==> src/rtl/flt.sv <==
`default_nettype none
// ============================================================================
//  Module   : flt
//  Purpose  : Registered IEEE-754 binary32 "less-than" comparator for the
//             floating-point ALU. When enabled it produces a 32-bit boolean
//             result (0x1 when A < B, otherwise 0x0) one clock later.
//  Ports    : clk        - clock, rising-edge active
//             rst_n      - asynchronous active-low reset
//             Flt_en     - operation enable, sampled on rising clk
//             read_data1 - operand A, binary32
//             read_data2 - operand B, binary32
//             ltdata_out - registered result, bit 0 = (A < B), bits 31:1 = 0
//  Revision : 1.0 - initial release
// ============================================================================
module flt (
    input  logic        clk,
    input  logic        rst_n,
    input  logic        Flt_en,
    input  logic [31:0] read_data1,
    input  logic [31:0] read_data2,
    output logic [31:0] ltdata_out
);

    logic w_a_nan;
    logic w_b_nan;
    logic w_a_zero;
    logic w_b_zero;
    logic w_mag_lt;
    logic w_mag_gt;
    logic w_lt;
    logic r_lt;

    // Field decode. Denormals need no special case: for same-sign finite
    // values the {exponent, fraction} bit pattern is already monotonic in
    // magnitude, and infinities sit above every finite magnitude.
    assign w_a_nan  = (read_data1[30:23] == 8'hFF) && (read_data1[22:0] != 23'd0);
    assign w_b_nan  = (read_data2[30:23] == 8'hFF) && (read_data2[22:0] != 23'd0);
    assign w_a_zero = (read_data1[30:0] == 31'd0);
    assign w_b_zero = (read_data2[30:0] == 31'd0);

    assign w_mag_lt = (read_data1[30:0] < read_data2[30:0]);
    assign w_mag_gt = (read_data1[30:0] > read_data2[30:0]);

    // Priority-ordered decision: NaN first (quiet, unordered), then the
    // signed-zero equality, then sign, then magnitude.
    always_comb begin
        w_lt = 1'b0;
        if (w_a_nan || w_b_nan) begin
            w_lt = 1'b0;
        end else if (w_a_zero && w_b_zero) begin
            w_lt = 1'b0;
        end else if (read_data1[31] != read_data2[31]) begin
            w_lt = read_data1[31];
        end else if (!read_data1[31]) begin
            w_lt = w_mag_lt;
        end else begin
            // Both negative: larger magnitude is the smaller value.
            w_lt = w_mag_gt;
        end
    end

    // Only the boolean bit is stored; disabled cycles clear it so the
    // write-back value reads as zero.
    always_ff @(posedge clk or negedge rst_n) begin
        if (!rst_n) begin
            r_lt <= 1'b0;
        end else begin
            r_lt <= Flt_en & w_lt;
        end
    end

    assign ltdata_out = {31'd0, r_lt};

endmodule
`default_nettype wire

==> config.mk <==
export PLATFORM = sky130hd
export DESIGN_NAME = flt
export DESIGN_NICKNAME = d
export VERILOG_FILES = /design/src/rtl/flt.sv
export SDC_FILE = /design/constraint.sdc
export NUM_CORES = 1
export LEC_CHECK = 0
export CAP_MARGIN = 20
export CORE_UTILIZATION = 31
export DETAILED_ROUTE_END_ITERATION = 10
export PLACE_DENSITY = 0.82
export SYNTH_ARGS = -nofsm -noshare
export SYNTH_HDL_FRONTEND = slang
export SYNTH_SLANG_ARGS = --single-unit
==> constraint.sdc <==
create_clock -name clk -period 0.8 [get_ports clk]
set_input_delay 0.16 -clock clk [delete_from_list [all_inputs] [get_ports clk]]
set_output_delay 0.16 -clock clk [all_outputs]
set_load 0.1 [all_outputs]
==> results.yml, run 1 <==
floorplan:
  die_x_um: 67.2
  pin_count: 99
  num_rows: 23
  start_util: 0.327
  die_h_um: 67.2
  fp.dieArea_um2: 4520
  core_um2: 4030
setup_path:
  cp_slowest_cell: "o41ai_2"
  required_ns: 0.71
  cp.arrival_ns: 1.58
  critical_path.max_fanout: 2
  worstSetupEndpointType: "register"
  critPathKind: "primary input to register"
  setup.worst_path.start_class: "primary input"
  crit_top_cell: "a21oi_1"
  path_cells: "clkdlybuf4s15_1, ha_2, nand3b_1, a21oi_1, o21a_1, o41ai_2, a21oi_1, a211oi_2"
  max_stage_delay_ns: 0.31
sta:
  worst_slack_ns: -0.873
  fmaxAchievable_mhz: 598
  fin_crit_sh: 2.09
  hold_viol: 0
  hold_ws_ns: 0.309
  setup_tns_ns: -0.873
  finalSetupViolations: 1
  fin_crit_ns: 1.67
  drv_slew: 0
  grt_setup_unrepaired: "yes"
synth:
  synth-main-ff-cell: "dfrtp_1"
  seq_area_frac_synth: 0.0190
  syn_avg_cell_area_um2: 7.41
  synthTopCellsByArea: "ha_1 (29%), buf_4 (18%), inv_1 (8.8%)"
  yosys.area.top_type: "ha_1"
  synth_cell_types: 30
  async_reset_ff_frac: 1.00
  yosys.area.top_type_share: 0.294
  ys_ff_latch: 1
  synth_area_um2: 1320
  synth_edf_count: 0
  syn_inst: 178
  yosysWarnings: 0
global_route:
  grt_pass1_wl_mm: 7.31
  antenna_found_initial: 0
  grt-ovfl-total: 0
  grt_pass1_vias: 1662
  track_usage: 0.210
  grt_max_degree: 5
status:
  violations: "negative setup slack"
  outcome: "complete, but fails checks"
placement:
  place_area_um2: 2370
  hpwl_mm: 3.64
  place.gp.congestion: 0.802
  portBuffers: 67
  post-place-ws_ns: -1.37
final_layout:
  post-route-util: 0.625
  drive_gt1_frac: 0.632
  top_register: "r_lt"
  fin_nets: 372
  areaGrowthSynthToFinish_pct: 90.9
  final_common_cell: "buf_2"
  top_regs: "r_lt (1)"
  design_area_um2: 2520
  largest_reg_flops: 1
  final_cell_mix: "buf_2 (33), conb_1 (31), buf_4 (31), ha_4 (29), inv_2 (21)"
  diodes: 0
routing:
  routedWlPerCell_um: 14.2
  dr.pass1.iters: 5
  num_vias: 1587
  drc: 0
  via_per_inst: 4.93
  initialDrtViolationCount: 70
  wirelength_mm: 4.56
  antenna_left: 0
power_and_ir_drop:
  ir_drop_mv: 0.435
  p_leak_nw: 1.10
  power_density_nw_per_um2: 764
run:
  cap_violations: 0
cts:
  cts.clk_slew.worst_paths_ns: 0
  cts_hold_buf: 0
worst_hold_path:
  hp-class: "primary input to async pin"
## repair_timing
| item | 4_1_cts | 5_1_grt |
|---|---|---|
| gates resized for setup | 311 | 5 |
| endpoints found under the setup margin | 1 | 1 |
| buffers inserted | 4 | 0 |
| pin swaps | 51 | 2 |
| gates cloned | 0 | 0 |
## power by group
part           internal, mW  switching (mW)  leakage, nW
Clock                     0               0            0
Sequential           0.0564         0.00392       0.0128
Combinational         0.666            1.20         1.09
Total                 0.723            1.20         1.10
## stage by stage
stage | cells | total power, mW
finish | 322 | 1.92
global placement | 318 | 1.76
floorplan | 208 | 1.31
global route | 322 | 2.05
CTS | 322 | 1.88
detailed placement | 318 | 1.80
## layout make-up
cell class / count / area (µm²)
timing repair buffer: 96 / 762
inverter: 31 / 146
tap: 50 / 62.6
sequential: 1 / 25.0
fill: 330 / 1510
multi-input combinational: 144 / 1520
## kinds of logic after synthesis
| logic type | Yosys count | share of synthesized area |
|---|---|---|
| buffers and inverters | 63 | 0.270 |
| AO/OA/AOI/OAI | 31 | 0.160 |
| other | 1 | 0.00284 |
| adder cells (fa/ha/maj) | 31 | 0.294 |
| flip-flops | 1 | 0.0190 |
| AND/OR/NAND/NOR | 51 | 0.253 |
## worst max-delay path, delay by kind of cell
family / cells / cell delay [ns]
and+or+nand+nor: 1 / 0.10
AOI/OAI and AO/OA: 5 / 0.85
buffers and inverters: 1 / 0.27
adders and majority gates: 1 / 0.21
## Yosys cell counts, types with 3 or more instances
cell	number
a21oi_1	13
nor4_1	15
nor3_1	3
ha_1	31
inv_1	31
nand2_1	9
nand4_1	10
buf_4	32
nor2_1	5
a21o_1	4
## metal layers
layer | up-vias | global-route usage | part of all wire
li1 | 771 | - | -
met1 | 718 | 0.226 | 0.36
met2 | 76 | 0.411 | 0.53
met3 | 22 | 0.0101 | 0.064
met4 | 0 | 0.0957 | 0.049
met5 | - | 0 | 0
## worst paths after layout
kind / from / endpoint / slack (ns) / cells past startpoint
worst max-delay path: read_data2[0] / r_lt / -0.87 / 8
worst min-delay path: rst_n / r_lt / 0.31 / 1
max in group asynchronous: rst_n / r_lt / 0.39 / 1
min in group clk: r_lt / ltdata_out[0] / 0.69 / 1
Note: power is estimated with default switching activity, not from simulation.
==> run 2, diff against run 1 <==
REMOVE_ABC_BUFFERS = 1   (was unset)
==> run 2 against run 1 <==
Against the previous run:
- the run still ends with negative setup slack left
- fmax grew 0.82%
- sequential share of layout area is essentially flat
- cell area shrank 2.0%
- critical path depth is the same
- via count fell by 0.25%
- critical endpoint unchanged
- largest cell class unchanged
==> results.yml, run 2 (synthesis gave the netlist of run 1 again) <==
placement:
  place.gp.congestion: 0.914
  hpwl_mm: 3.54
  portBuffers: 67
  post-place-ws_ns: -1.34
  place_area_um2: 2160
final_layout:
  areaGrowthSynthToFinish_pct: 87.1
  diodes: 0
  top_regs: "r_lt (1)"
  fin_nets: 376
  top_register: "r_lt"
  largest_reg_flops: 1
  drive_gt1_frac: 0.623
  final_cell_mix: "buf_2 (41), buf_4 (34), conb_1 (31), ha_4 (30), inv_2 (24)"
  post-route-util: 0.612
  final_common_cell: "buf_2"
  design_area_um2: 2470
floorplan:
  core_um2: 4030
  num_rows: 23
  pin_count: 99
  fp.dieArea_um2: 4520
  start_util: 0.327
  die_x_um: 67.2
  die_h_um: 67.2
power_and_ir_drop:
  p_leak_nw: 1.11
  ir_drop_mv: 0.444
  power_density_nw_per_um2: 782
sta:
  finalSetupViolations: 1
  worst_slack_ns: -0.860
  drv_slew: 0
  grt_setup_unrepaired: "yes"
  setup_tns_ns: -0.860
  hold_viol: 0
  fmaxAchievable_mhz: 602
  fin_crit_ns: 1.66
  fin_crit_sh: 2.07
setup_path:
  setup.worst_path.start_class: "primary input"
  cp.arrival_ns: 1.57
  critical_path.max_fanout: 3
  critPathKind: "primary input to register"
  required_ns: 0.71
  worstSetupEndpointType: "register"
  cpLargestDelayFamily: "simple AND/OR/NAND/NOR gates"
  max_stage_delay_ns: 0.41
  cp_slowest_cell: "nor4_4"
  path_cells: "buf_6, inv_2, ha_4, nand4_1, nor4_4, o41ai_2, and2_4, a211oi_2"
  path_buf_inv: 2
global_route:
  track_usage: 0.216
  grt_pass1_vias: 1683
  grt-ovfl-total: 0
  grt_pass1_wl_mm: 7.48
  grt_max_degree: 5
  antenna_found_initial: 0
routing:
  wirelength_mm: 4.79
  drc: 0
  antenna_left: 0
  via_per_inst: 4.86
  routedWlPerCell_um: 14.7
  initialDrtViolationCount: 56
  dr.pass1.iters: 4
  num_vias: 1583
cts:
  cts.clk_slew.worst_paths_ns: 0
  cts_hold_buf: 0
status:
  violations: "negative setup slack"
  outcome: "complete, but fails checks"
run:
  cap_violations: 0
worst_hold_path:
  hp-class: "primary input to async pin"
-- run 2: final timing paths --
path	end	slack, ns	startpoint	cells past startpoint
worst min-delay path	r_lt	0.31	rst_n	1
min in group clk	ltdata_out[0]	0.69	r_lt	1
worst max-delay path	r_lt	-0.86	read_data2[18]	8
max in group asynchronous	r_lt	0.39	rst_n	1
-- run 2: through the flow --
stage	std cells	total power [mW]	hold slack, ns
after floorplan	176	1.08	-0.136
after global placement	323	1.64	0.311
after detailed placement	323	1.67	0.313
after CTS	325	1.87	0.311
after global routing	326	2.05	0.318
final	326	1.93	0.310
-- run 2: cell type report --
type,count,area [µm²]
well taps,50,62.6
inverters,31,121
fillers,321,1560
repair buffers,100,752
multi-input cells,144,1510
flip-flops and latches,1,25.0
-- run 2: repair_timing --
action | in CTS | in global routing
pin swaps | 60 | 7
gates resized for setup | 329 | 6
cloned | 0 | 0
buffers inserted | 2 | 1
setup endpoints to repair | 1 | 1
-- run 2: layer usage --
layer,global-route usage,vias to the layer above,share of wire
met5,0,-,0
met4,0.0957,0,0.046
met3,0.0338,20,0.059
met2,0.418,71,0.51
met1,0.224,716,0.38
li1,-,776,-
-- run 2: where the power goes --
group	internal (mW)	leakage [nW]	switching, mW
Sequential	0.0564	0.0128	0.00372
Combinational	0.672	1.10	1.20
Clock	0	0	0
Total	0.729	1.11	1.20
